$ cat config.mk
export PLATFORM = sky130hd
export DESIGN_NAME = gru_sequence_ctrl
export DESIGN_NICKNAME = d
export VERILOG_FILES = /design/src/rtl/gru_sequence_ctrl.sv
export SDC_FILE = /design/constraint.sdc
export NUM_CORES = 1
export LEC_CHECK = 0
export CORE_AREA = 5 5 247 249
export CTS_CLUSTER_SIZE = 14
export DETAILED_ROUTE_END_ITERATION = 6
export DIE_AREA = 0 0 252 254
export GPL_TIMING_DRIVEN = 0
export REMOVE_ABC_BUFFERS = 1
export SYNTH_ARGS = -nofsm -noshare
export SYNTH_HDL_FRONTEND = slang
export SYNTH_SLANG_ARGS = --single-unit
$ cat constraint.sdc
create_clock -name clk -period 3.3 [get_ports clk]
set_input_delay 0.66 -clock clk [delete_from_list [all_inputs] [get_ports clk]]
set_output_delay 0.66 -clock clk [all_outputs]
set_load 0.01 [all_outputs]
$ cat src/rtl/gru_sequence_ctrl.sv
// Steps a gruCell through SEQ_LEN timesteps, feeding each captured h_t back as h_t_minus_1.
// Latency: per step 1 FETCH cycle + CELL_LATENCY+1 WAIT cycles; final state presented one cycle later.
// Backpressure: x_ready only in FETCH (waits indefinitely); h_out_valid holds h_out until h_out_ready.
module gru_sequence_ctrl #(
    parameter int WIDTH        = 16,
    parameter int NFRAC        = 12,
    parameter int x_SIZE       = 8,
    parameter int h_SIZE       = 8,
    parameter int SEQ_LEN      = 4,
    parameter int CELL_LATENCY = 3,
    localparam int SW          = (SEQ_LEN > 1) ? $clog2(SEQ_LEN) : 1
) (
    input  logic             clk,
    input  logic             reset,
    input  logic             start,
    output logic             busy,
    input  logic             x_valid,
    output logic             x_ready,
    input  logic [WIDTH-1:0] x_in             [0:x_SIZE-1],
    output logic [WIDTH-1:0] cell_x_t         [0:x_SIZE-1],
    output logic [WIDTH-1:0] cell_h_t_minus_1 [0:h_SIZE-1],
    input  logic [WIDTH-1:0] cell_h_t         [0:h_SIZE-1],
    output logic [SW-1:0]    step_idx,
    output logic [WIDTH-1:0] h_out            [0:h_SIZE-1],
    output logic             h_out_valid,
    input  logic             h_out_ready
);

    localparam int LW = (CELL_LATENCY > 0) ? $clog2(CELL_LATENCY + 1) : 1;

    // Values are carried verbatim; the binary point only matters to the cell.
    if (NFRAC >= WIDTH || SEQ_LEN < 1 || CELL_LATENCY < 0) begin : g_param_check
        $error("gru_sequence_ctrl: invalid NFRAC/SEQ_LEN/CELL_LATENCY");
    end

    typedef enum logic [1:0] {
        S_IDLE  = 2'd0,
        S_FETCH = 2'd1,
        S_WAIT  = 2'd2,
        S_OUT   = 2'd3
    } state_t;

    state_t            state;
    state_t            state_nxt;
    logic [LW-1:0]     lat_cnt;
    logic [SW-1:0]     step_cnt;
    logic [WIDTH-1:0]  x_reg [0:x_SIZE-1];
    logic [WIDTH-1:0]  h_reg [0:h_SIZE-1];

    logic x_load;
    logic h_capture;
    logic h_clear;
    logic step_adv;
    logic lat_done;
    logic last_step;

    assign lat_done  = (lat_cnt == LW'(CELL_LATENCY));
    assign last_step = (step_cnt == SW'(SEQ_LEN - 1));

    always_ff @(posedge clk or negedge reset) begin
        if (!reset) begin
            state <= S_IDLE;
        end else begin
            state <= state_nxt;
        end
    end

    always_comb begin
        state_nxt   = state;
        x_ready     = 1'b0;
        h_out_valid = 1'b0;
        x_load      = 1'b0;
        h_capture   = 1'b0;
        h_clear     = 1'b0;
        step_adv    = 1'b0;
        case (state)
            S_IDLE: begin
                if (start) begin
                    h_clear   = 1'b1;
                    state_nxt = S_FETCH;
                end
            end
            S_FETCH: begin
                x_ready = 1'b1;
                if (x_valid) begin
                    x_load    = 1'b1;
                    state_nxt = S_WAIT;
                end
            end
            S_WAIT: begin
                if (lat_done) begin
                    h_capture = 1'b1;
                    if (last_step) begin
                        state_nxt = S_OUT;
                    end else begin
                        step_adv  = 1'b1;
                        state_nxt = S_FETCH;
                    end
                end
            end
            S_OUT: begin
                h_out_valid = 1'b1;
                if (h_out_ready) begin
                    state_nxt = S_IDLE;
                end
            end
            default: state_nxt = S_IDLE;
        endcase
    end

    // Cell inputs come straight from registers so they stay stable for the whole WAIT.
    always_ff @(posedge clk or negedge reset) begin
        if (!reset) begin
            lat_cnt  <= '0;
            step_cnt <= '0;
            for (int i = 0; i < x_SIZE; i++) x_reg[i] <= '0;
            for (int i = 0; i < h_SIZE; i++) h_reg[i] <= '0;
        end else begin
            if (h_clear) begin
                step_cnt <= '0;
            end else if (step_adv) begin
                step_cnt <= step_cnt + 1'b1;
            end

            if (x_load) begin
                lat_cnt <= '0;
            end else if (state == S_WAIT && !lat_done) begin
                lat_cnt <= lat_cnt + 1'b1;
            end

            if (x_load) begin
                for (int i = 0; i < x_SIZE; i++) x_reg[i] <= x_in[i];
            end

            if (h_clear) begin
                for (int i = 0; i < h_SIZE; i++) h_reg[i] <= '0;
            end else if (h_capture) begin
                for (int i = 0; i < h_SIZE; i++) h_reg[i] <= cell_h_t[i];
            end
        end
    end

    assign busy             = (state != S_IDLE);
    assign step_idx         = step_cnt;
    assign cell_x_t         = x_reg;
    assign cell_h_t_minus_1 = h_reg;
    assign h_out            = h_reg;

endmodule

==> qor.tcl <==
set qor(result_of_the_run) {finished, final reports clean}
set qor(timing_worst_slew_pin_value_ns) 0.8596
set qor(yosys.cell_types.count) 25
set qor(worst_hold_startpoint) {cell_x_t[11]}
set qor(die-width_um) 252
set qor(final_hold_vio_count) 0
set qor(syn-cell-area_um2) 10740
set qor(layout_setup_ws_ns) 0.7166
set qor(first_global_vias) 8491
set qor(ys_ff_latch) 262
set qor(cts-hold-fix-buffers) 1
set qor(cp_cell_sequence) {and2b_1 -> clkdlybuf4s50_1}
set qor(most-common-layout-cells) {sky130_fd_sc_hd__clkdlybuf4s50_1, sky130_fd_sc_hd__dfrtp_1, sky130_fd_sc_hd__mux2_2, sky130_fd_sc_hd__a22o_1, sky130_fd_sc_hd__clkbuf_16}
set qor(clkLatencyLatePin_ns) 0.56
set qor(finalMaxSlewViolations) 0
set qor(startpoint) {state[0]}
set qor(timing.hold.worst.class) {reg -> reg}
set qor(fmax_ghz) 0.3871
set qor(startpoint_type) {register}
set qor(cellPowerDensity_nw_per_um2) 886.9
set qor(min_period_over_period_pct) 78.28
set qor(area_delta_synth_final_pct) 68.19
set qor(layout-drive-gt1-share_pct) 15.44
set qor(detailroute.wirelength.met2_um) 20860
set qor(worst_setup_hold_path_clk_slew_ns) 0.06
set qor(crit_type) {reg -> out}
set qor(cp_slowest_stage_delay_ns) 0.57
set qor(final_nets) 1503
set qor(totalWireLength_um) 41160
set qor(wirelength_met1_um) 14790
set qor(p_leak_nw) 7.478
set qor(synthesis.area_per_instance_um2) 14.86
set qor(crit_required_ns) 2.64
set qor(fin_worst_hold_slack_ns) 0.4999
set qor(start_util_pct) 18.37
set qor(path_max_fanout) 11
set qor(cts_sinks) 262
set qor(core_region_area_um2) 58460
set qor(diodes) 0
set qor(peak_ir_drop_on_the_vdd_network_mv) 0.4375
set qor(finalPower_mw) 16.02
set qor(grt_first_pass_wirelength_um) 59130
set qor(vias_per_cell) 3.830
set qor(port_buffers) 649
set qor(remaining_drc_errors) 0
set qor(critPathCaptureType) {output port}
set qor(rows) 89
set qor(place_hpwl_um) 33250
set qor(detail_route.wl_per_cell_um) 20.22
set qor(die_area_um2) 64010
set qor(layout_min_cycle_time_ns) 2.583
set qor(floorplan.io_pins) 650
set qor(global_route.overflow_total) 0
set qor(crit_buf_inv) 1
set qor(initialDrtViolationCount) 215
set qor(cts-root-buf) {sky130_fd_sc_hd__clkbuf_16}
set qor(met3_length_um) 4485
set qor(rsz_0062_raised_after_global_routing) {no}
set qor(grt_antenna_before_repair) 0
set qor(die-height_um) 254
set qor(post_cts_resized) 0
set qor(setup_viol) 0
set qor(critical_path.reg2reg.startpoint) {state[0]}
set qor(route.antenna.remaining_nets) 0
set qor(critical_path_arrival_ns) 1.92
set qor(htree_levels) 1
set qor(clock-skew-final_ns) 0.01838
set qor(drv_cap) 0
set qor(num_vias) 7798
set qor(cts_setup_buffers) 0
set qor(sequential_share_of_the_synthesized_area_pct) 61.04
set qor(yosysWarnings) 0
set qor(mostFrequentLayoutCell) {sky130_fd_sc_hd__clkdlybuf4s50_1}
set qor(cts-root-to-sink-buffers) 3
set qor(cts_tree) {done}
set qor(gr-usage-all-layers_pct) 12.02
set qor(crit_slowest_cell) {sky130_fd_sc_hd__clkdlybuf4s50_1}
set qor(synthesis.instances) 723
set qor(pin_count_of_the_biggest_net_entering_global_routing) 130
set qor(gp_congestion) 0.8450
set qor(crit_path_leading_delay_family) {buffers and inverters}
set qor(place_worst_setup_slack_ns) 0.5433
set qor(worst_slew_margin_rel_pct) 42.70
set qor(drt_pass1_iterations) 4
set qor(fin_area_um2) 18070
set qor(dr.max_layer_used) {met4}
set qor(placedInstanceArea_um2) 16970
set qor(clock_buffer_count_from_cts) 30
==> power by group <==
group / switching [mW] / internal [mW]
Combinational: 2.80 / 4.26
Sequential: 0.935 / 4.49
Clock: 1.35 / 2.19
==> flip-flops by register name, indices dropped and copies added (netlist names) <==
name              cells
cell_x_t            128
state                 2
cell_h_t_minus_1    128
step_idx              2
lat_cnt               2
==> stage by stage <==
stage          std cells  utilization (%)  setup TNS (ns)
2_1_floorplan        551                -         -330.72
3_3_place_gp        1973            28.74        -3472.64
3_5_place_dp        1979            29.02               0
4_1_cts             2035            30.86               0
5_1_grt             2036            30.90               0
6_report            2036            30.90               0
==> worst paths after layout <==
check                                             end  slack (ns)  depth (start not counted)
worst max-delay path                          x_ready        0.72                          2
worst min-delay path                     cell_x_t[11]        0.50                          1
worst max register to register           cell_x_t[68]        0.92                          4
worst min register to register           cell_x_t[11]        0.50                          1
max in group asynchronous       cell_h_t_minus_1[100]        1.74                          3
min in group asynchronous                cell_x_t[41]        0.61                          2
==> metal layers <==
metal / track usage, % / up-vias
met5: 0 / -
met4: 3.179 / 0
met3: 4.933 / 44
met2: 21.55 / 424
met1: 13.19 / 3843
li1: - / 3487
==> kinds of logic (layout without fill, tap and decap cells) <==
family | after synthesis | count (layout) | synth area share, %
multiplexers | 129 | 129 | 13.52
AO/OA/AOI/OAI | 136 | 136 | 11.03
adder cells (fa/ha/maj) | 2 | 2 | 0.2329
flip-flops | 262 | 262 | 61.04
AND/OR/NAND/NOR | 20 | 20 | 1.060
buffers and inverters | 174 | 714 | 13.12
==> cells in the mapped netlist, drive strengths merged <==
library cell,number,area [um2]
a211oi,1,7.510
clkbuf,1,3.750
a31o,1,8.760
mux2,129,1453
inv,2,7.510
dfrtp,262,6556
a21oi,3,15.01
a22o,129,1130
nand3,1,5.000
a21o,1,15.01
nand2b,4,32.53
nor2b,2,12.51
ha,2,25.02
and2b,1,7.510
nor2,5,18.77
nand2,5,18.77
and4bb,1,12.51
buf,171,1398
a221oi,1,8.760
and2,1,6.260
==> area by class of cell <==
type,instances,area (um2)
clock buffer,38,842.1
clock inverter,17,220.2
fill,5863,40400
inverter,2,7.507
multi-input combinational,287,2791
sequential,262,6556
tap,773,967.2
timing repair buffer,657,6681
No activity file was read; power rests on OpenSTA's default activity.
